$ cat config.mk
export PLATFORM = sky130hd
export DESIGN_NAME = divide_restoring
export DESIGN_NICKNAME = d
export VERILOG_FILES = /design/src/rtl/divide_restoring_pkg.sv /design/src/rtl/divide_restoring_step.sv /design/src/rtl/divide_restoring.sv
export SDC_FILE = /design/constraint.sdc
export NUM_CORES = 1
export LEC_CHECK = 0
export CAP_MARGIN = 15
export CORE_MARGIN = 1.5
export CORE_UTILIZATION = 50
export DETAILED_ROUTE_END_ITERATION = 7
export GPL_TIMING_DRIVEN = 0
export PLACE_DENSITY_LB_ADDON = 0.15
export SETUP_SLACK_MARGIN = 0.02
export SLEW_MARGIN = 20
export SYNTH_ARGS = -nofsm -noshare
export SYNTH_HDL_FRONTEND = slang
export SYNTH_SLANG_ARGS = --single-unit
$ cat constraint.sdc
create_clock -name clk -period 7.5 [get_ports clk]
set_clock_uncertainty 0.15 [all_clocks]
set_input_delay 1.5 -clock clk [delete_from_list [all_inputs] [get_ports clk]]
set_output_delay 1.5 -clock clk [all_outputs]
set_load 0.01 [all_outputs]
$ cat src/rtl/divide_restoring_pkg.sv
// Shared types for the restoring divider.
// DIVIDE_RESTORING_SIGNED_EN enables the FIXUP state in the top.
package divide_restoring_pkg;

  typedef enum logic [1:0] {
    IDLE,
    RUN,
    FIXUP,
    DONE
  } state_t;

  localparam logic [63:0] DBZ_QUOTIENT = '1;

endpackage

$ cat src/rtl/divide_restoring_step.sv
// One combinational restoring-division step.
// Trial-subtracts D from {R, Q msb} and restores on borrow.
module divide_step #(
  parameter int WIDTH = 16
) (
  input  logic [WIDTH-1:0] r,
  input  logic             q_msb,
  input  logic [WIDTH-1:0] d,
  output logic [WIDTH-1:0] r_next,
  output logic             q_bit
);

  logic [WIDTH:0] trial;

  assign trial  = {r, q_msb} - {1'b0, d};
  assign q_bit  = ~trial[WIDTH];
  // R < D holds on entry, so the restored value fits in WIDTH bits
  assign r_next = q_bit ? trial[WIDTH-1:0]
                        : {r[WIDTH-2:0], q_msb};

endmodule

$ cat src/rtl/divide_restoring.sv
// Iterative restoring divider, one quotient bit per enabled cycle.
// Define DIVIDE_RESTORING_SIGNED_EN for two's-complement operands.
module divide_restoring
  import divide_restoring_pkg::*;
#(
  parameter int WIDTH = 16,
  parameter int CNT_W = $clog2(WIDTH + 1)
) (
  input  logic             clk,
  input  logic             rst_n,
  input  logic             en,
  input  logic             start,
  input  logic [WIDTH-1:0] dividend,
  input  logic [WIDTH-1:0] divisor,
  output logic             busy,
  output logic             done,
  output logic [WIDTH-1:0] quotient,
  output logic [WIDTH-1:0] remainder,
  output logic             div_by_zero
);

  localparam logic [CNT_W-1:0] CNT_INIT = CNT_W'(WIDTH);
  localparam logic [CNT_W-1:0] CNT_ONE  = CNT_W'(1);
  localparam logic [WIDTH-1:0] DBZ_Q    = DBZ_QUOTIENT[WIDTH-1:0];

  state_t           state, state_n;
  logic [WIDTH-1:0] r_q, q_q, d_q;
  logic [WIDTH-1:0] r_n, q_n, d_n;
  logic [CNT_W-1:0] cnt, cnt_n;
  logic             busy_n, done_n, dbz_n;
  logic [WIDTH-1:0] quo_n, rem_n;
  logic [WIDTH-1:0] step_r, q_shift;
  logic             step_bit;
  logic [WIDTH-1:0] dvd_mag, dsr_mag;

`ifdef DIVIDE_RESTORING_SIGNED_EN
  logic sign_q, sign_r, sign_q_n, sign_r_n;

  assign dvd_mag = dividend[WIDTH-1] ? -dividend : dividend;
  assign dsr_mag = divisor[WIDTH-1]  ? -divisor  : divisor;
`else
  assign dvd_mag = dividend;
  assign dsr_mag = divisor;
`endif

  divide_step #(
    .WIDTH (WIDTH)
  ) u_step (
    .r      (r_q),
    .q_msb  (q_q[WIDTH-1]),
    .d      (d_q),
    .r_next (step_r),
    .q_bit  (step_bit)
  );

  assign q_shift = {q_q[WIDTH-2:0], step_bit};

  always_comb begin
    state_n = state;
    r_n     = r_q;
    q_n     = q_q;
    d_n     = d_q;
    cnt_n   = cnt;
    busy_n  = busy;
    done_n  = done;
    quo_n   = quotient;
    rem_n   = remainder;
    dbz_n   = div_by_zero;
`ifdef DIVIDE_RESTORING_SIGNED_EN
    sign_q_n = sign_q;
    sign_r_n = sign_r;
`endif
    unique case (state)
      IDLE: begin
        if (start) begin
          if (divisor == '0) begin
            state_n = DONE;
            done_n  = 1'b1;
            quo_n   = DBZ_Q;
            rem_n   = dividend;
            dbz_n   = 1'b1;
          end else begin
            state_n = RUN;
            busy_n  = 1'b1;
            r_n     = '0;
            q_n     = dvd_mag;
            d_n     = dsr_mag;
            cnt_n   = CNT_INIT;
`ifdef DIVIDE_RESTORING_SIGNED_EN
            sign_q_n = dividend[WIDTH-1] ^ divisor[WIDTH-1];
            sign_r_n = dividend[WIDTH-1];
`endif
          end
        end
      end
      RUN: begin
        r_n   = step_r;
        q_n   = q_shift;
        cnt_n = cnt - CNT_ONE;
        if (cnt == CNT_ONE) begin
`ifdef DIVIDE_RESTORING_SIGNED_EN
          state_n = FIXUP;
`else
          state_n = DONE;
          busy_n  = 1'b0;
          done_n  = 1'b1;
          quo_n   = q_shift;
          rem_n   = step_r;
          dbz_n   = 1'b0;
`endif
        end
      end
      FIXUP: begin
`ifdef DIVIDE_RESTORING_SIGNED_EN
        // (-min)/(-1) wraps back to min through the negate
        state_n = DONE;
        busy_n  = 1'b0;
        done_n  = 1'b1;
        quo_n   = sign_q ? -q_q : q_q;
        rem_n   = sign_r ? -r_q : r_q;
        dbz_n   = 1'b0;
`else
        state_n = IDLE;
`endif
      end
      DONE: begin
        state_n = IDLE;
        done_n  = 1'b0;
      end
      default: state_n = IDLE;
    endcase
  end

  always_ff @(posedge clk or negedge rst_n) begin
    if (!rst_n) begin
      state       <= IDLE;
      r_q         <= '0;
      q_q         <= '0;
      d_q         <= '0;
      cnt         <= '0;
      busy        <= 1'b0;
      done        <= 1'b0;
      quotient    <= '0;
      remainder   <= '0;
      div_by_zero <= 1'b0;
    end else if (en) begin
      state       <= state_n;
      r_q         <= r_n;
      q_q         <= q_n;
      d_q         <= d_n;
      cnt         <= cnt_n;
      busy        <= busy_n;
      done        <= done_n;
      quotient    <= quo_n;
      remainder   <= rem_n;
      div_by_zero <= dbz_n;
    end
  end

`ifdef DIVIDE_RESTORING_SIGNED_EN
  always_ff @(posedge clk or negedge rst_n) begin
    if (!rst_n) begin
      sign_q <= 1'b0;
      sign_r <= 1'b0;
    end else if (en) begin
      sign_q <= sign_q_n;
      sign_r <= sign_r_n;
    end
  end
`endif

endmodule

==> out/summary.txt, run 1 <==
fin crit share: 53.81%
# rows: 35
hold endpoint: quotient[0]$_DFFE_PN0P_
post-route setup TNS: 0 ns
WHS Path Cells: 1
synth warn: 0
synthesized flop and latch total: 90
internal power: 0.001682 W
max_cap viols: 0
drt via density: 5.753
Worst R2R Path Depth: 10
switching pwr: 0.001248 W
Mapped Avg Cell Area: 9.298 um2
Post-Syn Nets: 577
Gate Count Post-Synth: 522
Skew-Pair Late Insertion Delay: 0.36 ns
Pleak: 2.678 nW
grt ovf: 0
first-pass GRT wire length: 20770 um
switching share of power: 42.60%
antenna-violating nets left: 0
Post-CTS Resized: 0
hold violation total from the final report: 0
Post-CTS Setup Bufs: 0
number of port buffers: 69
CTS tree: built
ys async rst share: 100.0%
Clock power frac: 13.8%
clock-pin transition on the worst setup and hold timing paths: 0.09 ns
R2R Path End: remainder[5]$_DFFE_PN0P_
Routed WL: 12750 um
final cell count without fillers: 737
GP Congestion: 0.8476
hold_buf cts: 0
worst setup path start: divisor[1]
# DRC: 0
Worst Hold Class: flip-flop to flip-flop
root buffer selected by CTS: clkbuf_8
RSZ-0062 raised after global routing: no
Clock Path Buffers: 2
Core ar.: 9328 um2
dpl hpwl: 9544 um
largest net degree at the start of global routing: 57
Chip Height: 101.5 um
Area Growth Syn to Fin: 23.12%
Achievable Freq: 247.8 MHz
Nets: 658
max-slew violations: 0
register area share after synthesis: 46.40%
vias in the first global route: 4140
initial antenna violation count: 0
most common cell after layout, fill and taps aside: dfrtp_1
worst endpoint required time: 7.62 ns
worst reg2reg path startpoint: d_q[0]$_DFFE_PN0P_
drt pass-1 iters: 5
CTS H-tree depth: 3
crit end category: flip-flop
share of power burned in registers: 29.8%
Final min period: 4.036 ns
most frequent cells in the layout: dfrtp_1 (90), clkdlybuf4s50_1 (68), o21ai_0 (58)
layout cells sized above 1: 8.388%
CTS Sinks: 90
TritonCTS Buffers: 9
hold wc startpoint: quotient[0]$_DFFE_PN0P_
crit path launch type: input port
worst vdd ir: 0.2418 mV
DR WL/cell: 17.29 um
status: completed
Slew HR: 51.51%
worst-path fanout max: 10
Horiz. Die Dim: 101.5 um
Post-synth EDFFs: 0
combinational share of power: 56.4%
R2R setup slack: 4.43 ns
1st-iter DRT viols: 316
worst-margin pin slew: 0.7273 ns
Finish-stage setup viols: 0
Synth cell types: 49
Global Route Usage Sum: 26.39%
PD cells: 490.3 nW/um2
I/O pins: 71
# diodes: 0
Crit Path Class: input port to flip-flop
Initial Utilization: 52.03%
critical path arrival: 4.16 ns
Mapped Area: 4853 um2
Post-synth top flop: dfrtp_1
DR vias: 4240
cell count after placement: 721
die area: 10310 um2
## state kept, by name (all words and copies together), names as in the netlist
signal       flops
d_q             16
q_q             16
quotient        16
r_q             16
remainder       16
cnt              5
state            2
busy             1
div_by_zero      1
done             1
## cells in the mapped netlist, types with 2 or more instances
master    instances  area [um2]
xnor2_1           7       61.31
nor2_1           55       206.5
or3_1             2       12.51
buf_2             6       30.03
nor2b_1           5       31.28
nor4_1            5       31.28
o22ai_1          13       81.33
clkbuf_1         20       75.07
xor2_1            8       70.07
nand3_1           5       25.02
inv_1            25       93.84
nand2_1          57       214.0
and2_1            3       18.77
mux2i_1          26       260.3
dfrtp_1          90        2252
ha_1             18       225.2
a21o_1            3       22.52
a21oi_1          34       170.2
nand4_1           2       12.51
o211ai_1          6       45.04
a31oi_1           2       12.51
o221ai_1          2       17.52
nor3_1           21       105.1
o21ai_0          58       290.3
nand2b_1          7       43.79
mux2_2           19       214.0
## power groups by stage
| stage | registers, W | clock network [W] | logic (W) |
|---|---|---|---|
| 4_1_cts | 0.000869 | 0.000409 | 0.00165 |
| 3_3_place_gp | 0.000872 | 0 | 0.00159 |
| 5_1_grt | 0.000899 | 0.000429 | 0.00183 |
| 3_5_place_dp | 0.000879 | 0 | 0.00164 |
| 2_1_floorplan | 0.000875 | 0 | 0.00111 |
| 6_report | 0.000873 | 0.000405 | 0.00165 |
## final cells by class
cell class / count / area, um2
clock buffers: 10 / 127.6
multi-input cells: 379 / 2384
well taps: 129 / 161.4
repair buffers: 70 / 719.4
fillers: 821 / 3352
inverters: 25 / 93.84
plain buffers: 28 / 123.9
flip-flops and latches: 90 / 2252
clock inverters: 6 / 113.9
## worst max path at each step
stage	slack, ns	end	depth (start not counted)
after floorplan	4.41	d_q[0]$_DFFE_PN0P_	5
final	3.46	r_q[15]$_DFFE_PN0P_	8
after global routing	3.36	r_q[15]$_DFFE_PN0P_	8
after CTS	3.48	r_q[15]$_DFFE_PN0P_	8
after detailed placement	3.15	r_q[15]$_DFFE_PN0P_	8
after global placement	1.49	d_q[6]$_DFFE_PN0P_	1
## layer usage
metal  track usage (%)  wire [um]  share of wire [%]
met5                 0          0                  0
met1             37.49       5839                 46
met3             3.520        618                4.8
met4             8.226        191                1.5
met2             42.15       6095                 48
## stage by stage
| step | hold slack, ns | setup slack (ns) | utilization, % | total power, W | instance area, um2 |
|---|---|---|---|---|---|
| floorplan | 0.2998 | 4.405 | - | 0.001986 | 4853 |
| global placement | 0.3357 | 1.487 | 61.17 | 0.002459 | 5705 |
| detailed placement | 0.3477 | 3.146 | 61.48 | 0.002515 | 5734 |
| CTS | 0.3682 | 3.482 | 64.06 | 0.002930 | 5976 |
| global route | 0.3796 | 3.362 | 64.06 | 0.003156 | 5976 |
| finish | 0.3636 | 3.464 | 64.06 | 0.002930 | 5976 |
## worst max-delay path, cell delays in order
cell,delay (ns)
clkdlybuf4s50_1,0.43
nor4_1,0.54
and4_1,0.44
o21a_1,0.14
clkbuf_1,0.37
clkbuf_1,0.42
o21ai_0,0.18
o211ai_1,0.12
## kinds of logic after synthesis
group / count (synthesis) / synth area share [%]
DFF: 90 / 46.40
and+or+nand+nor: 168 / 15.52
xor gates and xnor gates: 16 / 3.042
AOI/OAI and AO/OA: 131 / 15.73
buffers and inverters: 53 / 4.486
adders and majority gates: 19 / 5.053
muxes: 45 / 9.771
Power figures use the tool's default switching activity.
==> run 2: changes to the inputs <==
- CORE_UTILIZATION: 50 -> 49
- clock period: 7.5 -> 3.4 ns (I/O delays scaled with it)
==> out/summary.txt, run 2 (synthesis gave the netlist of run 1 again) <==
Crit Path Class: input port to flip-flop
layout cells sized above 1: 8.388%
1st-iter DRT viols: 159
Clock power frac: 13.1%
Fillers: 867
grt met3 use: 4.678%
Pleak: 2.675 nW
Horiz. Die Dim: 102.5 um
grt ovf: 0
Core ar.: 9684 um2
status: completed
Achievable Freq: 316.7 MHz
Initial Utilization: 50.12%
Skew-Pair Late Insertion Delay: 0.36 ns
first-pass GRT wire length: 20020 um
busiest grt layer: met2
worst endpoint required time: 3.52 ns
DR WL/cell: 16.70 um
I/O pins: 71
max_cap viols: 0
GP Congestion: 0.8836
final cell count without fillers: 741
most frequent cells in the layout: dfrtp_1 (90), clkdlybuf4s50_1 (68), o21ai_0 (58)
TritonCTS Buffers: 9
R2R setup slack: 0.27 ns
Nets: 658
CTS tree: built
cell count after placement: 725
Global Route Usage Sum: 24.99%
critical path arrival: 3.28 ns
Slew HR: 49.08%
final core occ: 61.60%
hold violation total from the final report: 0
crit end category: flip-flop
share of power burned in registers: 30.1%
# rows: 36
Worst Hold Class: input port to asynchronous set/reset pin
Area Growth Syn to Fin: 22.92%
Chip Height: 102.5 um
post-route setup TNS: 0 ns
crit path launch type: input port
switching share of power: 42.76%
dpl hpwl: 9356 um
CTS H-tree depth: 3
Finish-stage setup viols: 0
root buffer selected by CTS: clkbuf_8
internal power: 0.003656 W
fin crit share: 92.87%
worst vdd ir: 0.4295 mV
Routed WL: 12380 um
initial antenna violation count: 0
max-slew violations: 0
# diodes: 0
worst-margin pin slew: 0.7637 ns
DR vias: 4111
Final min period: 3.158 ns
R2R Path End: r_q[10]$_DFFE_PN0P_
Worst R2R Path Depth: 10
worst reg2reg path startpoint: d_q[0]$_DFFE_PN0P_
switching pwr: 0.002731 W
Clock Path Buffers: 2
most common cell after layout, fill and taps aside: dfrtp_1
antenna-violating nets left: 0
die area: 10510 um2
GR Layer Usage met2: 39.63%
worst setup path start: divisor[1]
drt via density: 5.548
largest net degree at the start of global routing: 56
hold_buf cts: 0
vias in the first global route: 4019
crit path capture: r_q[15]$_DFFE_PN0P_
# DRC: 0
clock-pin transition on the worst setup and hold timing paths: 0.09 ns
Post-CTS Setup Bufs: 0
RSZ-0062 raised after global routing: no
met1 Use GR: 35.23%
CTS Sinks: 90
worst-path fanout max: 10
Hold Slack: 0.03476 ns
Post-CTS Resized: 0
drt pass-1 iters: 5
combinational share of power: 56.8%
number of port buffers: 69
PD cells: 1071 nW/um2
run 2: cell types whose count changed in the layout (fill, tap and decap cells not counted):
cell / change
clkinvlp_4: -1
clkbuf_8: +1
clkinv_4: +1
bufinv_16: -1
run 2: power groups by stage:
stage / clock network [W] / registers [W] / logic [W]
detailed placement: 0 / 0.00194 / 0.00360
CTS: 0.000845 / 0.00192 / 0.00363
floorplan: 0 / 0.00193 / 0.00245
global placement: 0 / 0.00192 / 0.00350
global route: 0.000896 / 0.00198 / 0.00401
finish: 0.000837 / 0.00192 / 0.00363
run 2: routing by layer:
layer | wire (um) | part of all wire [%]
met1 | 5686 | 46
met2 | 5797 | 47
met3 | 735 | 5.9
met5 | 0 | 0
met4 | 158 | 1.3
run 2: stage by stage:
step,cell area [um2],total power (W),worst slack [ns]
after floorplan,4853,0.004381,0.7710
after global placement,5710,0.005424,-1.800
after detailed placement,5739,0.005535,-0.1068
after CTS,5966,0.006396,0.2644
after global routing,5966,0.006890,0.02317
final,5966,0.006388,0.2425
run 2: cell type report:
type / count / area (um2) / area share (%)
multi-input combinational: 379 / 2384 / 39.95
sequential: 90 / 2252 / 37.75
timing repair buffer: 70 / 719.4 / 12.06
tap: 133 / 166.4 / 2.789
clock buffer: 11 / 141.4 / 2.370
buffer: 28 / 123.9 / 2.076
inverter: 25 / 93.84 / 1.573
clock inverter: 5 / 85.08 / 1.426
run 2: how the worst min path moves through the flow:
stage | from | depth (start not counted) | end
2_1_floorplan | rst_n | 0 | busy$_DFFE_PN0P_
3_3_place_gp | q_q[15]$_DFFE_PN0P_ | 2 | q_q[15]$_DFFE_PN0P_
3_5_place_dp | q_q[15]$_DFFE_PN0P_ | 2 | q_q[15]$_DFFE_PN0P_
4_1_cts | rst_n | 1 | quotient[13]$_DFFE_PN0P_
5_1_grt | rst_n | 1 | quotient[13]$_DFFE_PN0P_
6_report | rst_n | 1 | quotient[13]$_DFFE_PN0P_
run 2: critical path, cell delays in order:
cell and delay (ns):
clkdlybuf4s50_1 0.43, nor4_1 0.45, and4_1 0.43, o21a_1 0.14, clkbuf_1 0.39, clkbuf_1 0.47
o21ai_0 0.17, o211ai_1 0.11
